$ cat src/rtl/billiard_pkg.sv
// Shared types for the billiard game logic: hole ids and the scorer's state encoding.
package billiard_pkg;

  typedef logic [2:0] hole_t;

  // No previous target yet; never matches a legal hole id.
  localparam hole_t HOLE_NONE = 3'd7;

  typedef enum logic [2:0] {
    IDLE  = 3'd0,
    REQ   = 3'd1,
    WAIT  = 3'd2,
    LATCH = 3'd3,
    ARMED = 3'd4,
    FLASH = 3'd5,
    OVER  = 3'd6
  } scorer_state_t;

endpackage

$ cat src/rtl/pulse_divider.sv
// Emits a one-cycle tick on every CYCLES-th consecutive enabled cycle.
// The count restarts whenever en drops.
module pulse_divider #(
  parameter int CYCLES = 4
) (
  input  logic clk,
  input  logic reset,
  input  logic en,
  output logic tick
);

  localparam int CW = (CYCLES > 1) ? $clog2(CYCLES) : 1;
  localparam logic [CW-1:0] LAST = CW'(CYCLES - 1);

  logic [CW-1:0] count_r;

  // Count enabled cycles, wrapping on the last one.
  always_ff @(posedge clk) begin
    if (reset) begin
      count_r <= '0;
    end else if (!en) begin
      count_r <= '0;
    end else if (count_r == LAST) begin
      count_r <= '0;
    end else begin
      count_r <= count_r + 1'b1;
    end
  end

  // Decoded from the count so the tick falls inside the CYCLES-th enabled cycle.
  assign tick = en && (count_r == LAST);

endmodule

$ cat src/rtl/target_hole_scorer.sv
// Picks a target pocket from the random selector, judges each shot against
// the table's pocket events and keeps score and balls-left until the game ends.
module target_hole_scorer
  import billiard_pkg::*;
#(
  parameter int NUM_HOLES    = 6,
  parameter int NUM_BALLS    = 15,
  parameter int SCORE_W      = 8,
  parameter int HIT_POINTS   = 3,
  parameter int CUE_PENALTY  = 2,
  parameter int FLASH_CYCLES = 25_000_000,
  parameter int BLINK_CYCLES = 12_500_000,
  parameter int MAX_REROLL   = 3
) (
  input  logic               clk,
  input  logic               reset,
  input  logic               start,
  input  logic [2:0]         hole_rand,
  output logic               new_target_req,
  input  logic               pocket_valid,
  input  logic [2:0]         pocket_hole,
  input  logic               cue_pocketed,
  input  logic               shot_done,
  output logic [2:0]         target_hole,
  output logic               target_valid,
  output logic               target_blink,
  output logic               hit_flash,
  output logic               miss_flash,
  output logic [SCORE_W-1:0] score,
  output logic [4:0]         balls_left,
  output logic               game_over
);

  localparam int RR_W  = (MAX_REROLL > 0) ? $clog2(MAX_REROLL + 1) : 1;
  localparam int SUM_W = SCORE_W + 8;

  localparam hole_t            NUM_HOLES_H = hole_t'(NUM_HOLES);
  localparam logic [RR_W-1:0]  MAX_RR      = RR_W'(MAX_REROLL);
  localparam logic [4:0]       BALLS_INIT  = 5'(NUM_BALLS);
  localparam logic [SUM_W-1:0] SCORE_MAX   = {{8{1'b0}}, {SCORE_W{1'b1}}};
  localparam logic [SUM_W-1:0] HIT_PTS     = SUM_W'(HIT_POINTS);
  localparam logic [SUM_W-1:0] PENALTY     = SUM_W'(CUE_PENALTY);

  scorer_state_t      state_r, state_next_s;
  hole_t              target_r, prev_target_r, hole_pick_s;
  logic [RR_W-1:0]    reroll_r;
  logic [2:0]         hits_r, hits_eff_s;
  logic               cue_foul_r, foul_eff_s;
  logic [SCORE_W-1:0] score_r, score_shot_s;
  logic [4:0]         balls_r, balls_eff_s;
  logic [SUM_W-1:0]   sum_s, sat_s;
  logic               req_r, valid_r, blink_r, hit_flash_r, miss_flash_r, over_r;
  logic               hole_illegal_s, reroll_ok_s;
  logic               blink_en_s, flash_en_s, blink_tick_s, flash_tick_s;

  assign blink_en_s = (state_r == ARMED);
  assign flash_en_s = (state_r == FLASH);

  pulse_divider #(.CYCLES(BLINK_CYCLES)) u_blink_div (
    .clk   (clk),
    .reset (reset),
    .en    (blink_en_s),
    .tick  (blink_tick_s)
  );

  pulse_divider #(.CYCLES(FLASH_CYCLES)) u_flash_div (
    .clk   (clk),
    .reset (reset),
    .en    (flash_en_s),
    .tick  (flash_tick_s)
  );

  // Judge the selector's offer: illegal or repeated ids are re-requested while rerolls remain.
  always_comb begin
    hole_illegal_s = (hole_rand >= NUM_HOLES_H);
    reroll_ok_s    = (hole_illegal_s || (hole_rand == prev_target_r)) && (reroll_r < MAX_RR);
    if (hole_illegal_s) begin
      hole_pick_s = hole_t'(hole_rand % NUM_HOLES_H);
    end else begin
      hole_pick_s = hole_rand;
    end
  end

  // Fold this cycle's pocket events in first, then price the shot.
  always_comb begin
    if (pocket_valid && (pocket_hole == target_r) && (hits_r != 3'd7)) begin
      hits_eff_s = hits_r + 3'd1;
    end else begin
      hits_eff_s = hits_r;
    end
    if (pocket_valid && (balls_r != 5'd0)) begin
      balls_eff_s = balls_r - 5'd1;
    end else begin
      balls_eff_s = balls_r;
    end
    foul_eff_s = cue_foul_r || cue_pocketed;
    sum_s = {{8{1'b0}}, score_r} + (HIT_PTS * {{(SUM_W-3){1'b0}}, hits_eff_s});
    if (sum_s > SCORE_MAX) begin
      sat_s = SCORE_MAX;
    end else begin
      sat_s = sum_s;
    end
    if (!foul_eff_s) begin
      score_shot_s = sat_s[SCORE_W-1:0];
    end else if (sat_s >= PENALTY) begin
      score_shot_s = SCORE_W'(sat_s - PENALTY);
    end else begin
      score_shot_s = '0;
    end
  end

  // State register.
  always_ff @(posedge clk) begin
    if (reset) begin
      state_r <= IDLE;
    end else begin
      state_r <= state_next_s;
    end
  end

  // Next-state logic.
  always_comb begin
    state_next_s = state_r;
    case (state_r)
      IDLE, OVER: begin
        if (start) begin
          state_next_s = REQ;
        end else begin
          state_next_s = state_r;
        end
      end
      REQ:   state_next_s = WAIT;
      WAIT:  state_next_s = LATCH;
      LATCH: begin
        if (reroll_ok_s) begin
          state_next_s = REQ;
        end else begin
          state_next_s = ARMED;
        end
      end
      ARMED: begin
        if (shot_done) begin
          state_next_s = FLASH;
        end else begin
          state_next_s = ARMED;
        end
      end
      FLASH: begin
        if (!flash_tick_s) begin
          state_next_s = FLASH;
        end else if (balls_r == 5'd0) begin
          state_next_s = OVER;
        end else if (hit_flash_r) begin
          state_next_s = REQ;
        end else begin
          state_next_s = ARMED;
        end
      end
      default: state_next_s = IDLE;
    endcase
  end

  // Game datapath and registered outputs.
  always_ff @(posedge clk) begin
    if (reset) begin
      target_r      <= 3'd0;
      prev_target_r <= HOLE_NONE;
      reroll_r      <= '0;
      hits_r        <= 3'd0;
      cue_foul_r    <= 1'b0;
      score_r       <= '0;
      balls_r       <= BALLS_INIT;
      req_r         <= 1'b0;
      valid_r       <= 1'b0;
      blink_r       <= 1'b0;
      hit_flash_r   <= 1'b0;
      miss_flash_r  <= 1'b0;
      over_r        <= 1'b0;
    end else begin
      req_r   <= (state_next_s == REQ);
      valid_r <= (state_next_s == ARMED);
      over_r  <= (state_next_s == OVER);
      if (state_next_s != ARMED) begin
        blink_r <= 1'b0;
      end else if (blink_tick_s) begin
        blink_r <= ~blink_r;
      end
      case (state_r)
        IDLE, OVER: begin
          if (start) begin
            score_r    <= '0;
            balls_r    <= BALLS_INIT;
            hits_r     <= 3'd0;
            cue_foul_r <= 1'b0;
          end
        end
        LATCH: begin
          if (reroll_ok_s) begin
            reroll_r <= reroll_r + 1'b1;
          end else begin
            // Remember the hole actually used so a forced pick is not repeated next time.
            target_r      <= hole_pick_s;
            prev_target_r <= hole_pick_s;
            reroll_r      <= '0;
          end
        end
        ARMED: begin
          balls_r <= balls_eff_s;
          if (shot_done) begin
            score_r      <= score_shot_s;
            hits_r       <= 3'd0;
            cue_foul_r   <= 1'b0;
            hit_flash_r  <= (hits_eff_s != 3'd0);
            miss_flash_r <= (hits_eff_s == 3'd0);
          end else begin
            hits_r     <= hits_eff_s;
            cue_foul_r <= foul_eff_s;
          end
        end
        FLASH: begin
          if (flash_tick_s) begin
            hit_flash_r  <= 1'b0;
            miss_flash_r <= 1'b0;
          end
        end
        default: begin
        end
      endcase
    end
  end

  assign new_target_req = req_r;
  assign target_hole    = target_r;
  assign target_valid   = valid_r;
  assign target_blink   = blink_r;
  assign hit_flash      = hit_flash_r;
  assign miss_flash     = miss_flash_r;
  assign score          = score_r;
  assign balls_left     = balls_r;
  assign game_over      = over_r;

endmodule

$ cat config.mk
export PLATFORM = sky130hd
export DESIGN_NAME = target_hole_scorer
export DESIGN_NICKNAME = d
export VERILOG_FILES = /design/src/rtl/billiard_pkg.sv /design/src/rtl/pulse_divider.sv /design/src/rtl/target_hole_scorer.sv
export SDC_FILE = /design/constraint.sdc
export NUM_CORES = 1
export LEC_CHECK = 0
export CAP_MARGIN = 0
export CORE_ASPECT_RATIO = 0.8
export CORE_MARGIN = 3
export CORE_UTILIZATION = 58
export DETAILED_ROUTE_END_ITERATION = 6
export PLACE_DENSITY = 0.79
export REMOVE_ABC_BUFFERS = 1
export SLEW_MARGIN = 40
export SYNTH_ARGS = -nofsm -noshare
export SYNTH_HDL_FRONTEND = slang
export SYNTH_SLANG_ARGS = --single-unit
$ cat constraint.sdc
create_clock -name clk -period 5.25 [get_ports clk]
set_input_delay 0.7875 -clock clk [delete_from_list [all_inputs] [get_ports clk]]
set_output_delay 0.7875 -clock clk [all_outputs]
set_load 0.05 [all_outputs]
==> impl_metrics.env <==
export IMPL_firstDrtPassIters=5
export IMPL_hold_path_cell_count=1
export IMPL_crit_required_ns=5.54
export IMPL_fin_tns_setup_ns=0
export IMPL_crit_chain="clkdlybuf4s50_1 -> xnor2_1 -> nand3b_1 -> nor3_2 -> buf_4 -> nand2_1 -> o21ai_0 -> xnor2_1 -> ha_1 -> a211o_1 -> ha_1 -> a211o_1 -> a21oi_1 -> nor2_1 -> nor2_1 -> ha_1 -> o21ai_0 -> a211o_1 -> a2111o_1 -> a31oi_1"
export IMPL_p_per_area_nw_per_um2=234.3
export IMPL_period_needed_ns=4.680
export IMPL_cts_path_max_buffers=2
export IMPL_worstMarginPinSlew_ns=0.8185
export IMPL_hp_class="reg2reg"
export IMPL_hpwlAfterDp_microns=6810
export IMPL_final_area_sq_um=4852
export IMPL_cts_resized=0
export IMPL_syn_to_final_growth_pct=12.77
export IMPL_vias=3709
export IMPL_cp_max_fo=8
export IMPL_placed_area_sq_um=4682
export IMPL_hold_end="u_flash_div.count_r[0]"
export IMPL_power_leakage_uw=0.001732
export IMPL_finalMaxSlewViolations=0
export IMPL_cp_slowest_stage_delay_ns=0.47
export IMPL_synth_main_ff_cell="dfxtp_1"
export IMPL_die_h_microns=83.04
export IMPL_postCtsSetupBuffers=0
export IMPL_setup_worst_path_start_class="input port"
export IMPL_cts_sinks=83
export IMPL_drtIter0Drc=167
export IMPL_gr_total_overflow=0
export IMPL_cap_violations=0
export IMPL_met3_usage_pct=6.801
export IMPL_syn_inst=512
export IMPL_rsz0062_at_grt="no"
export IMPL_syn_avg_cell_area_sq_um=8.404
export IMPL_nNetsFinal=568
export IMPL_routed_via_density=5.878
export IMPL_finClkSkew_ns=0.009511
export IMPL_die_area_sq_um=8495
export IMPL_num_rows=27
export IMPL_vdd_ir_drop_max_mv=0.1499
export IMPL_num_antenna_cells=0
export IMPL_clk_latency_ns=0.36
export IMPL_gp_congestion=0.9596
export IMPL_hold_viol=0
export IMPL_netlist_area_sq_um=4303
export IMPL_yosys_warnings=0
export IMPL_ys_ff_latch=83
export IMPL_wl_per_cell_microns=14.94
export IMPL_core_sq_um=7027
export IMPL_p_total_uw=1137
export IMPL_fmax_mhz=213.7
export IMPL_die_w_microns=102.3
export IMPL_grt_max_degree=26
export IMPL_critPathKind="in2reg"
export IMPL_start_util_pct=61.24
export IMPL_grt_usage_pct=22.81
export IMPL_hold_buffers=0
export IMPL_htree_levels=3
export IMPL_drive_above_1_share_pct=6.250
export IMPL_busiest_layer="met2"
export IMPL_timing_final_ws_setup_ns=0.5703
export IMPL_rr_worst_depth=20
export IMPL_crit_arrival_ns=4.97
export IMPL_grt_util_met1_pct=33.19
export IMPL_slew_headroom_pct=45.29
export IMPL_rrSetupSlack_ns=0.69
export IMPL_clkTransAtPathRegs_ns=0.09
export IMPL_cp_slowest_cell="clkdlybuf4s50_1"
export IMPL_synth_edff_count=0
export IMPL_drc_errors=0
export IMPL_async_reset_ff_share_pct=0
export IMPL_synthDistinctLibCells=62
export IMPL_end_kind="flip-flop"
export IMPL_io_pins=34
export IMPL_cts_made_buffers=9
export IMPL_grt_pass1_vias=3337
export IMPL_setup_viol=0
export IMPL_status="finished clean"
export IMPL_drtAntennaViolNets=0
export IMPL_antenna_found_initial=0
export IMPL_post_route_period_util_pct=89.14
export IMPL_port_buffers=33
export IMPL_grt_pass1_wl_microns=15710
export IMPL_preCtsSetupSlack_ns=0.1892
export IMPL_seq_area_frac_synth_pct=38.62
export IMPL_cts_tree="yes"
export IMPL_drt_total_wl_microns=9425
export IMPL_r2r_end="score[5]"
export IMPL_hp_start="u_flash_div.count_r[0]"
export IMPL_met2_usage_pct=33.69
export IMPL_cts_root_buf="clkbuf_8"
export IMPL_r2r_start="hits_r[0]"
cell usage in the layout (no fill, tap or decap), types with 4 or more instances in the layout:
cell             Yosys  routed
a211o_1              4       4
xor2_1              30      30
a21oi_1             24      24
clkbuf_8             0       9
nand4_1             12      12
mux2i_1              4       4
dfxtp_1             83      83
xnor2_1             29      29
nand3b_1             5       5
ha_1                15      15
o211ai_1             4       4
and3_1              18      18
nand2_1             41      41
nor2b_1              7       7
inv_1               11      11
nor3_1              11      11
o21ai_0             16      16
nor2_1              84      84
nor4b_1              4       4
or3_1                7       6
clkdlybuf4s50_1      0      32
nor4_1               5       5
nand3_1             23      23
where the power goes:
part           switching [uW]  internal (uW)  total, uW
Sequential               7.72            634        642
Clock                     247            173        420
Combinational            43.4           31.6       75.0
Total                     298            839       1140
cells by family (layout without fill, tap and decap cells):
logic type	after synthesis	count (layout)	share of synthesized area [%]
and+or+nand+nor	241	241	28.35
adders and majority gates	16	16	4.827
buffers and inverters	29	61	2.704
muxes	6	6	1.454
AOI/OAI and AO/OA	78	78	12.04
DFF	83	83	38.62
xor gates and xnor gates	59	59	12.01
area by class of cell:
type / count / area, sq um
multi-input cells: 400 / 2527
clock inverters: 6 / 48.80
flip-flops and latches: 83 / 1662
repair buffers: 35 / 340.3
clock buffers: 9 / 123.9
well taps: 87 / 108.9
fillers: 574 / 2175
inverters: 11 / 41.29
through the flow:
| stage | utilization (%) | hold slack (ns) | cells |
|---|---|---|---|
| final | 69.05 | 0.4494 | 631 |
| after global routing | 69.05 | 0.4823 | 631 |
| after CTS | 69.09 | 0.4569 | 631 |
| after detailed placement | 66.63 | 0.4378 | 616 |
| after global placement | 66.63 | 0.4273 | 616 |
| after floorplan | - | 0.4175 | 494 |
Yosys cell counts (all sizes together) (2+ instances only):
master / instances / area share, %
ha: 15 / 4.4
o211ai: 4 / 0.70
nand3: 23 / 2.7
o2bb2ai: 2 / 0.41
o22ai: 3 / 0.44
xnor2: 29 / 5.9
or3b: 2 / 0.41
o21a: 2 / 0.35
nor2: 84 / 7.3
nor3b: 2 / 0.35
o21bai: 2 / 0.35
inv: 11 / 0.96
xor2: 30 / 6.1
or4b: 2 / 0.47
a211o: 4 / 0.81
nor4: 5 / 0.73
mux2: 2 / 0.52
nor2b: 8 / 1.2
nand3b: 5 / 0.87
nor4b: 5 / 1.2
or3: 7 / 1.0
a21o: 3 / 0.55
a31oi: 3 / 0.44
and4: 3 / 0.61
and3: 18 / 2.6
clkbuf: 10 / 0.87
mux2i: 4 / 0.93
nand4: 12 / 1.7
dfxtp: 83 / 39
nor3: 12 / 1.5
a22oi: 4 / 1.0
nand2: 41 / 3.6
buf: 8 / 0.87
nand2b: 4 / 0.76
and2: 4 / 0.58
o21ai: 17 / 2.1
a21oi: 24 / 2.8
how the worst max path moves through the flow:
stage	start	endpoint	slack (ns)
floorplan	pocket_hole[2]	score[5]	0.82
global placement	pocket_hole[1]	score[5]	0.35
detailed placement	pocket_hole[1]	score[5]	0.19
CTS	pocket_hole[1]	score[5]	0.57
global route	pocket_hole[1]	score[5]	0.26
finish	pocket_hole[1]	score[5]	0.57
registers in the layout, indices dropped and copies added, names as in the netlist:
name and count:
game_over 1, hits_r 3, target_valid 1, prev_target_r 3
balls_left 5, miss_flash 1, state_r 3, hit_flash 1
target_blink 1, score 8, u_flash_div.count_r 25, target_hole 3
u_blink_div.count_r 24, reroll_r 2, new_target_req 1, cue_foul_r 1
routing by layer:
layer	routed length (microns)	up-vias
li1	-	1849
met1	4569	1741
met2	4140	110
met3	635	9
met4	78	0
met5	0	-
critical path, delay by kind of cell:
kind	cells	cell delay, ns
AO/OA/AOI/OAI	8	1.88
XOR/XNOR	2	0.21
adder cells (fa/ha/maj)	3	0.70
buffers and inverters	2	0.67
AND/OR/NAND/NOR	5	0.72
(Power assumes the default switching activity.)
==> edit (same flow settings) <==
Reset style: asynchronous (`reset`), changed in 3 clocked blocks.
--- a/src/rtl/pulse_divider.sv
+++ b/src/rtl/pulse_divider.sv
@@ -16,5 +16,5 @@
 
   // Count enabled cycles, wrapping on the last one.
-  always_ff @(posedge clk) begin
+  always_ff @(posedge clk or posedge reset) begin
     if (reset) begin
       count_r <= '0;
--- a/src/rtl/target_hole_scorer.sv
+++ b/src/rtl/target_hole_scorer.sv
@@ -111,5 +111,5 @@
 
   // State register.
-  always_ff @(posedge clk) begin
+  always_ff @(posedge clk or posedge reset) begin
     if (reset) begin
       state_r <= IDLE;
@@ -162,5 +162,5 @@
 
   // Game datapath and registered outputs.
-  always_ff @(posedge clk) begin
+  always_ff @(posedge clk or posedge reset) begin
     if (reset) begin
       target_r      <= 3'd0;
Function: differs if reset is asserted again (counterexample within 4 cycles, from zero or initial values and one cycle with reset high); with reset held inactive, the same outputs for 10 cycles.
==> edit against the original RTL <==
  * Routed wire length up 6.4%
  * Sequential share of layout area up 4.7 points
  * Cell area up 10%
  * Sequential cell count unchanged
  * Worst setup slack worse by 150 ps
  * Fmax down 3.2%
  * Synthesized cell count down 4.7%
  * Area after synthesis up 9.3%
  * Critical endpoint is now score[7]$_DFFE_PP0P_
  * Highest routed layer unchanged
Power is not compared: it rests on default switching activity, and its combinational part moved more than twofold at a synthesized area within 25%.
==> edit: results (changes against the original RTL) <==
| Metric | Value |
|---|---|
| Worst EP arrival | 5080 ps (+110 ps) |
| Detailed Place HPWL | 7.26 mm (+6.6%) |
| Leakage | 2.28 nW |
| CP delay by family, top | adder cells |
| Vias in the first global route | 3578 (+7.2%) |
| Largest family of logic cells by synthesized area | simple AND/OR/NAND/NOR gates |
| RD Place Congestion | 0.915 (-4.7%) |
| Slew of the pin with the lowest slew margin | 774 ps (-44.5 ps) |
| Synth Area in Adders | 4.68% (-0.14 points) |
| FF-to-FF Start | hits_r[0]$_DFFE_PP0P_ |
| Largest net degree at the start of global routing | 58 (+120%) |
| Drt wl/cell | 15.8 µm (+5.5%) |
| First-pass GRT wire length | 17.2 mm (+9.4%) |
| Sequential share of the synthesized area | 44.4% (+5.7 points) |
| Hold Startpoint | u_blink_div.count_r[0]$_DFF_PP0_ |
| R2r worst-path depth | 19 (-5.0%) |
| XOR/XNOR Fraction of Synth Area | 11.2% (-0.83 points) |
| Commonest cells post-synth | 76 x dfrtp_1, 71 x nor2_1, 43 x nand2_1, 33 x xor2_1, 27 x xnor2_1 |
| DP Area | 5160 µm² (+10%) |
| CP peak stage delay | 500 ps (+30 ps) |
| R2R setup slack | 420 ps (-270 ps) |
| Nets | 555 (-2.3%) |
| Initial DRC count | 209 (+25%) |
| Worst slack, placed | -22.7 ps (-212 ps) |
| Post-CTS setup buffer count | 0 (unchanged) |
| Post-synth ARST share | 100% (+100 points) |
| Destination of the worst hold path | u_blink_div.count_r[0]$_DFF_PP0_ |
| Mux cell area share after synthesis | 2.55% (+1.1 points) |
| Synth top area cells | dfrtp_1 40%, xor2_1 6.1%, nor2_1 5.7% |
| Status | complete, no violations |
| Area growth syn-to-layout | 13.9% |
| Final Skew | 13.5 ps (+3.95 ps) |
| Vias | 3724 (+0.40%) |
| Max FO, Critical Path | 9 (+1) |
| Post-synthesis compound-gate area fraction | 10.1% (-1.9 points) |
| CP max-delay cell | dfrtp_1 |
==> edit: cells by family (layout without fill, tap and decap cells) <==
group | count (synthesis) | after routing
multiplexers | 11 | 11
buffers and inverters | 26 | 69
flip-flops | 83 | 83
AO/OA/AOI/OAI | 65 | 65
adder cells (fa/ha/maj) | 17 | 17
AND/OR/NAND/NOR | 226 | 226
XOR/XNOR | 60 | 60
==> edit: worst max path at each step <==
stage,start,to,cells past startpoint,slack [ps]
floorplan,pocket_hole[2],score[7]$_DFFE_PP0P_,17,680
global placement,pocket_hole[1],score[4]$_DFFE_PP0P_,19,170
detailed placement,pocket_hole[1],score[6]$_DFFE_PP0P_,19,-20
CTS,hits_r[0]$_DFFE_PP0P_,score[4]$_DFFE_PP0P_,19,320
global route,hits_r[0]$_DFFE_PP0P_,score[6]$_DFFE_PP0P_,19,30
finish,hits_r[0]$_DFFE_PP0P_,score[7]$_DFFE_PP0P_,19,420
==> edit: final cells by class <==
type / instances / share of cell area, %
Sequential cell: 83 / 38.9
Tap cell: 105 / 2.45
Multi-Input combinational cell: 379 / 47.3
Inverter: 16 / 1.21
Clock inverter: 6 / 0.911
Timing Repair Buffer: 37 / 6.80
Clock buffer: 10 / 2.38
==> edit: per-layer routing <==
layer  vias to the layer above  part of all wire (%)  GRT usage (%)
li1                       1795                     -              -
met1                      1794                    47           33.2
met2                       123                    46           36.2
met5                         -                     0              0
met4                         0                   1.0           5.23
met3                        12                   6.5           6.55
==> edit: stage by stage <==
step	power, mW	setup TNS [ps]	cells	hold WS, ps
3_3_place_gp	1.83	0	619	465
6_report	2.29	0	636	490
4_1_cts	2.29	0	636	489
5_1_grt	2.43	0	636	522
3_5_place_dp	1.85	-50.4	620	478
2_1_floorplan	1.56	0	478	449
